`config.mk`:
```
export PLATFORM = sky130hd
export DESIGN_NAME = shift_link_tx_flat
export DESIGN_NICKNAME = d
export VERILOG_FILES = /design/src/rtl/shift_link_pkg.sv /design/src/rtl/shift_link_tx_if.sv /design/src/rtl/shift_link_tx.sv /design/src/flat_wrapper.sv
export SDC_FILE = /design/constraint.sdc
export NUM_CORES = 1
export LEC_CHECK = 0
export CAP_MARGIN = 15
export CELL_PAD_IN_SITES_DETAIL_PLACEMENT = 1
export CELL_PAD_IN_SITES_GLOBAL_PLACEMENT = 1
export CORE_AREA = 2 2 50 52
export DETAILED_ROUTE_END_ITERATION = 8
export DIE_AREA = 0 0 52 54
export PLACE_DENSITY = 0.69
export SLEW_MARGIN = 20
export SYNTH_ARGS = -nofsm -noshare
export SYNTH_HDL_FRONTEND = slang
export SYNTH_SLANG_ARGS = --single-unit
```
`constraint.sdc`:
```
create_clock -name clk -period 1.9 [get_ports clk]
set_input_delay 0.38 -clock clk [delete_from_list [all_inputs] [get_ports clk]]
set_output_delay 0.38 -clock clk [all_outputs]
set_load 0.05 [all_outputs]
```
`src/rtl/shift_link_pkg.sv`:
```
// Shared definitions for the universal shift-register serial link:
// receiver mode codes, frame direction codes and the transmitter FSM states.
package shift_link_pkg;

  localparam logic [1:0] S_HOLD  = 2'b00;
  localparam logic [1:0] S_RIGHT = 2'b01;
  localparam logic [1:0] S_LEFT  = 2'b10;
  localparam logic [1:0] S_LOAD  = 2'b11;

  localparam logic DIR_RIGHT = 1'b0;
  localparam logic DIR_LEFT  = 1'b1;

  typedef enum logic [1:0] {
    IDLE,
    CLR,
    SHIFT,
    DONE
  } state_t;

  // Receiver mode used while bits are streaming; S_LOAD is never produced.
  function automatic logic [1:0] shift_mode(input logic dir);
    return (dir == DIR_LEFT) ? S_LEFT : S_RIGHT;
  endfunction

endpackage

```
`src/rtl/shift_link_tx_if.sv`:
```
// Bundle of the parallel request side and the serial receiver-facing side
// of the shift-link transmitter.
interface shift_link_tx_if #(
  parameter int WIDTH = 4
);

  logic [WIDTH-1:0] PData;
  logic             load;
  logic             dir;
  logic             ready;
  logic [1:0]       S;
  logic             SO;
  logic             rx_clear;
  logic             done;

  // master: data source / board side; slave: the transmitter itself
  modport master (
    output PData, load, dir,
    input  ready, S, SO, rx_clear, done
  );

  modport slave (
    input  PData, load, dir,
    output ready, S, SO, rx_clear, done
  );

endinterface

```
`src/rtl/shift_link_tx.sv`:
```
// Serial transmitter: clears the downstream universal shift register, streams
// a latched word into it LSB- or MSB-first, then pulses done. All outputs are flops.
module shift_link_tx
  import shift_link_pkg::*;
#(
  parameter int WIDTH = 4
) (
  input  logic           clk,
  input  logic           clear,
  shift_link_tx_if.slave link
);

  localparam int                 CNT_W    = $clog2(WIDTH + 1);
  localparam logic [CNT_W-1:0]   CNT_LAST = CNT_W'(WIDTH - 1);
  localparam logic [CNT_W-1:0]   CNT_ONE  = CNT_W'(1);
  localparam logic [WIDTH-1:0]   LSB_MASK = WIDTH'(1);
  localparam logic [WIDTH-1:0]   MSB_MASK = LSB_MASK << (WIDTH - 1);

  state_t           state_q, state_d;
  logic [CNT_W-1:0] cnt_q, cnt_d;
  logic [WIDTH-1:0] shadow_q, shadow_d;
  logic             dir_q, dir_d;

  logic             ready_q, ready_d;
  logic [1:0]       s_q, s_d;
  logic             so_q, so_d;
  logic             rx_clear_q, rx_clear_d;
  logic             done_q, done_d;

  logic             accept;
  logic [WIDTH-1:0] lsb_view;
  logic [WIDTH-1:0] msb_view;

  // ready_q is high exactly in IDLE, so it doubles as the accept qualifier
  assign accept = link.load && ready_q;

  // State register. clear wins over everything, including a simultaneous load.
  // NOTE: sequential state uses non-blocking assignments so every flop samples
  // pre-edge values; blocking here would create order-dependent simulation.
  always_ff @(posedge clk) begin
    if (clear) begin
      state_q    <= IDLE;
      cnt_q      <= '0;
      shadow_q   <= '0;
      dir_q      <= DIR_RIGHT;
      ready_q    <= 1'b1;
      s_q        <= S_HOLD;
      so_q       <= 1'b0;
      rx_clear_q <= 1'b0;
      done_q     <= 1'b0;
    end else begin
      state_q    <= state_d;
      cnt_q      <= cnt_d;
      shadow_q   <= shadow_d;
      dir_q      <= dir_d;
      ready_q    <= ready_d;
      s_q        <= s_d;
      so_q       <= so_d;
      rx_clear_q <= rx_clear_d;
      done_q     <= done_d;
    end
  end

  // Next-state logic: sequencing, bit counter and the shadow copy of the word.
  // NOTE: every variable gets a default at the top of an always_comb so no
  // path leaves it unassigned, which would otherwise infer a latch.
  always_comb begin
    state_d  = state_q;
    cnt_d    = cnt_q;
    shadow_d = shadow_q;
    dir_d    = dir_q;

    unique case (state_q)
      IDLE: begin
        if (accept) begin
          shadow_d = link.PData;
          dir_d    = link.dir;
          state_d  = CLR;
        end
      end
      CLR: begin
        cnt_d   = '0;
        state_d = SHIFT;
      end
      SHIFT: begin
        if (cnt_q == CNT_LAST) begin
          cnt_d   = '0;
          state_d = DONE;
        end else begin
          cnt_d = cnt_q + CNT_ONE;
        end
      end
      DONE: begin
        state_d = IDLE;
      end
      default: begin
        state_d = IDLE;
      end
    endcase
  end

  // Output logic: decoded from the upcoming state so the outputs can be
  // registered without adding a cycle of latency to the frame.
  always_comb begin
    ready_d    = 1'b0;
    s_d        = S_HOLD;
    so_d       = 1'b0;
    rx_clear_d = 1'b0;
    done_d     = 1'b0;
    lsb_view   = shadow_d >> cnt_d;
    msb_view   = shadow_d << cnt_d;

    unique case (state_d)
      IDLE:  ready_d    = 1'b1;
      CLR:   rx_clear_d = 1'b1;
      SHIFT: begin
        s_d  = shift_mode(dir_d);
        // Right frames walk up from bit 0, left frames walk down from the MSB.
        so_d = (dir_d == DIR_LEFT) ? |(msb_view & MSB_MASK)
                                   : |(lsb_view & LSB_MASK);
      end
      DONE:  done_d     = 1'b1;
      default: ready_d  = 1'b0;
    endcase
  end

  assign link.ready    = ready_q;
  assign link.S        = s_q;
  assign link.SO       = so_q;
  assign link.rx_clear = rx_clear_q;
  assign link.done     = done_q;

endmodule

```
`src/flat_wrapper.sv`:
```
// flat-port wrapper written by rule: the top's interface ports become plain ports
module shift_link_tx_flat import shift_link_pkg::*;
#(
  parameter int WIDTH = 4
)
  (clk, clear, link_PData, link_load, link_dir, link_ready, link_S, link_SO, link_rx_clear, link_done);
  shift_link_tx_if #(.WIDTH(WIDTH)) link_i ();
  input  logic clk;
  input  logic clear;
  input wire logic [$bits(link_i.PData)-1:0] link_PData;
  input wire logic [$bits(link_i.load)-1:0] link_load;
  input wire logic [$bits(link_i.dir)-1:0] link_dir;
  output wire logic [$bits(link_i.ready)-1:0] link_ready;
  output wire logic [$bits(link_i.S)-1:0] link_S;
  output wire logic [$bits(link_i.SO)-1:0] link_SO;
  output wire logic [$bits(link_i.rx_clear)-1:0] link_rx_clear;
  output wire logic [$bits(link_i.done)-1:0] link_done;
  assign link_i.PData = link_PData;
  assign link_i.load = link_load;
  assign link_i.dir = link_dir;
  assign link_ready = link_i.ready;
  assign link_S = link_i.S;
  assign link_SO = link_i.SO;
  assign link_rx_clear = link_i.rx_clear;
  assign link_done = link_i.done;
  shift_link_tx #(.WIDTH(WIDTH)) u_core (.clk(clk), .clear(clear), .link(link_i));
endmodule
```
==> summary.md <==
| Metric | Value |
|---|---|
| Outcome | `finished, final reports clean` |
| Final hold violations | `0` |
| Combinational family with the most area after synthesis | `simple AND/OR/NAND/NOR gates` |
| Post-DP HPWL | `about 1.2 mm` |
| Crit path kind | `reg2out` |
| H-Tree Level Count | `1` |
| Placed instance area | `about 890 µm²` |
| Slew Viols, Final | `0` |
| Clock power frac | `between 10% and 20%` |
| CTS Sinks | `16` |
| Setup Buffers After CTS | `0` |
| Area growth syn-to-layout | `36.5%` |
| Max VDD drop | `just over 0.0007 V` |
| Compound-cell area share of the yosys netlist | `approximately a tenth` |
| Fillers | `256` |
| Number of DRC markers in iteration 0 | `1` |
| Die H | `approximately 54 µm` |
| Period utilization | `a little over nine tenths` |
| Starting Density | `30.2%` |
| Arrival time worst endpoint | `approximately 1.4 ns` |
| Worst Path Buf+Inv | `1` |
| Max-cap viol count | `0` |
| Final core occ | `41.2%` |
| Worst-path fanout max | `1` |
| GRT Max-Usage Layer | `met2` |
| Slew HR | `between 60% and 70%` |
| Routing usage on met3 | `about 3.3%` |
| Total negative slack | `0 ns` |
| Clk_lat worst skew | `~0.29 ns` |
| Unrepaired setup endpoints after global routing | `yes` |
| Worst Tran Pin Value | `between 0.4 and 0.5 ns` |
| CP max stage cell | `clkdlybuf4s50_1` |
| # port buffers | `13` |
| CP required | `approximately 1.5 ns` |
| RePlAce Congestion | `roughly 0.67` |
| WL/cell | `~12 µm` |
| Synth warn | `0` |
| Count of different cell masters after synthesis | `23` |
| Chip Width | `52 µm` |
| Reg clk slew, reported paths | `~0.1 ns` |
| Core footprint | `between 0.002 and 0.0025 mm²` |
| Max Freq | `about 0.56 GHz` |
| GR Util met1 | `12.3%` |
| Ratio of cells with drive above 1 in the final layout | `around 24%` |
| Mux contribution to synthesized area | `roughly an eighth` |
| Leakage | `0.000426 µW` |
| Max Root-Sink Buffers | `2` |
| Synth top area share | `a little under half` |
| Sw Pwr | `632 µW` |
| P per Cell Area | `1610 mW/mm²` |
| Routed WL | `roughly 1.5 mm` |
| GR Util met2 | `about a quarter` |
| Core Rows | `18` |
| Worst path max stage delay | `roughly 0.80 ns` |
| Setup crit end kind | `output pin` |
| Die area | `0.00281 mm²` |
| Final net count | `~100` |
| Internal power | `around 900 µW` |
| Comb pwr share | `roughly 55%` |
| Number of diodes | `0` |
| Adder-Cell Fraction of Synth Area | `7.16%` |
| GRT Overall Usage | `12.3%` |
| Vias in the first global route | `571` |
| DR vias/cell | `roughly 4.8` |
| Final Cell Area | `955 µm²` |
| CP delay by family, top | `buffers and inverters` |
| Syn_area_per_cell | `9.99 µm²` |
| Synthesized area | `699 µm²` |
| Seq/Total Area, Yosys | `approximately 46%` |
| Synth Area in XOR/XNOR | `0%` |
| Seq pwr share | `30.5%` |
| CTS Hold Buffers Added | `0` |
| Post-synthesis simple-gate area fraction | `22.2%` |
| 1st-pass router iterations | `4` |
| Final Non-Filler Cells | `120` |
| Hold Crit Class | `reg2reg` |
| DRC Markers | `0` |
| Cell taking the most area after synthesis | `dfxtp_1` |
| CTS buffer count | `3` |
| Clock Skew | `around 0.0088 ns` |
| Setup violations, final | `0` |
| Post-DRT Antenna Nets | `0` |
| Ports | `14` |
| CTS Root Cell | `clkbuf_4` |
| Setup crit start kind | `flop` |
| Post-route minimum period | `between 1.5 and 2 ns` |
| Net Sw Frac | `between 40% and 50%` |
| Cell count after synthesis | `70` |
| FF+latch count, synth | `16` |
| CTS tree | `yes` |
| Syn_nets | `between 80 and 90` |
| Area contributors post-synth | `dfxtp_1 (46%), mux2i_1 (11%), ha_1 (7.2%)` |
| First-pass GRT wire length | `between 2 and 2.5 mm` |
| Initial antenna violation count | `0` |
| Total gr overflow | `0` |
| DR vias | `between 500 and 600` |
| Crit-path cells | `clkdlybuf4s50_1` |
| Largest net degree at the start of global routing | `11` |
| Placed insts | `roughly 120` |
## metal layers
metal  share of wire (%)  wire length, µm  vias to the layer above
met5                   0                0                        -
met4                 1.2               18                        0
met3                 4.7               70                        4
met2                  53              785                       14
met1                  41              612                      272
li1                    -                -                      281
## cell families (layout without fill, tap and decap cells)
logic type / Yosys count / after routing
AND/OR/NAND/NOR: 29 / 29
flip-flops: 16 / 16
multiplexers: 9 / 9
AO/OA/AOI/OAI: 8 / 8
adder cells (fa/ha/maj): 4 / 4
buffers and inverters: 4 / 24
## final cells by class
type	count	area, µm²	share of cell area [%]
tap	30	37.5	3.93
multi-input combinational	50	380	39.8
clock buffer	4	36.3	3.80
inverter	3	11.3	1.18
sequential	16	323	33.8
timing repair buffer	17	166	17.4
## per-stage QoR
stage | setup slack [ns] | power, µW | hold slack (ns)
finish | 0.102 | 1530 | 0.483
global route | -0.0396 | 1660 | 0.509
CTS | 0.00877 | 1480 | 0.494
detailed placement | -0.0362 | 1250 | 0.474
global placement | 0.0347 | 1220 | 0.466
floorplan | 0.0670 | 1000 | 0.427
## timing repair
item / CTS / global route
endpoints found under the hold margin: 0 / 0
setup endpoints to repair: 1 / 4
gates resized for setup: 0 / 9
pin swaps: 1 / 2
gates cloned: 0 / 0
## placed cells by master, fill, tap and decap left out, types with 2 or more instances in the layout
| cell type | netlist | routed |
|---|---|---|
| a21oi_1 | 2 | 2 |
| and2b_2 | 2 | 2 |
| buf_4 | 0 | 3 |
| clkbuf_4 | 0 | 3 |
| clkdlybuf4s50_1 | 0 | 12 |
| dfxtp_1 | 16 | 14 |
| dfxtp_2 | 0 | 2 |
| ha_1 | 4 | 3 |
| inv_2 | 0 | 2 |
| mux2i_1 | 8 | 8 |
| nand2_1 | 5 | 5 |
| nor2_1 | 10 | 10 |
| nor2b_1 | 3 | 3 |
| nor3_1 | 3 | 3 |
## cells in the mapped netlist
cell type	instances
nand3_2	1
nand2_1	5
nor2_1	10
and3_1	1
mux2_2	1
mux2i_1	8
and2b_2	2
nor2b_1	3
a41o_2	1
nor3_1	3
a31oi_4	1
ha_1	4
nand3_1	1
and2_2	1
o21ai_0	2
a21oi_1	2
dfxtp_1	16
clkbuf_1	1
nor4_2	1
nand2b_1	1
a41oi_1	1
inv_1	3
o22ai_1	1
## power by group through the flow
stage	sequential (µW)	combinational (µW)	clock, µW
after floorplan	587	413	0
after global placement	462	755	0
after detailed placement	470	775	0
after CTS	462	778	235
after global routing	477	927	252
final	468	840	225
## registers in the layout, indices dropped and copies added (netlist names)
name / cells
u_core.state_q: 2
u_core.link.S: 2
u_core.shadow_q: 4
u_core.link.ready: 1
u_core.link.SO: 1
u_core.cnt_q: 3
u_core.dir_q: 1
u_core.link.done: 1
u_core.link.rx_clear: 1
## path summary, 6_finish.rpt
kind / from / to / slack (ns) / cells after the start
worst max register to register: u_core.state_q[0] / u_core.link.SO / 0.13 / 7
worst min register to register: u_core.cnt_q[2] / u_core.cnt_q[2] / 0.48 / 2
worst max-delay path: u_core.link.SO / link_SO / 0.10 / 1
worst min-delay path: u_core.cnt_q[2] / u_core.cnt_q[2] / 0.48 / 2
(Power assumes the default switching activity.)
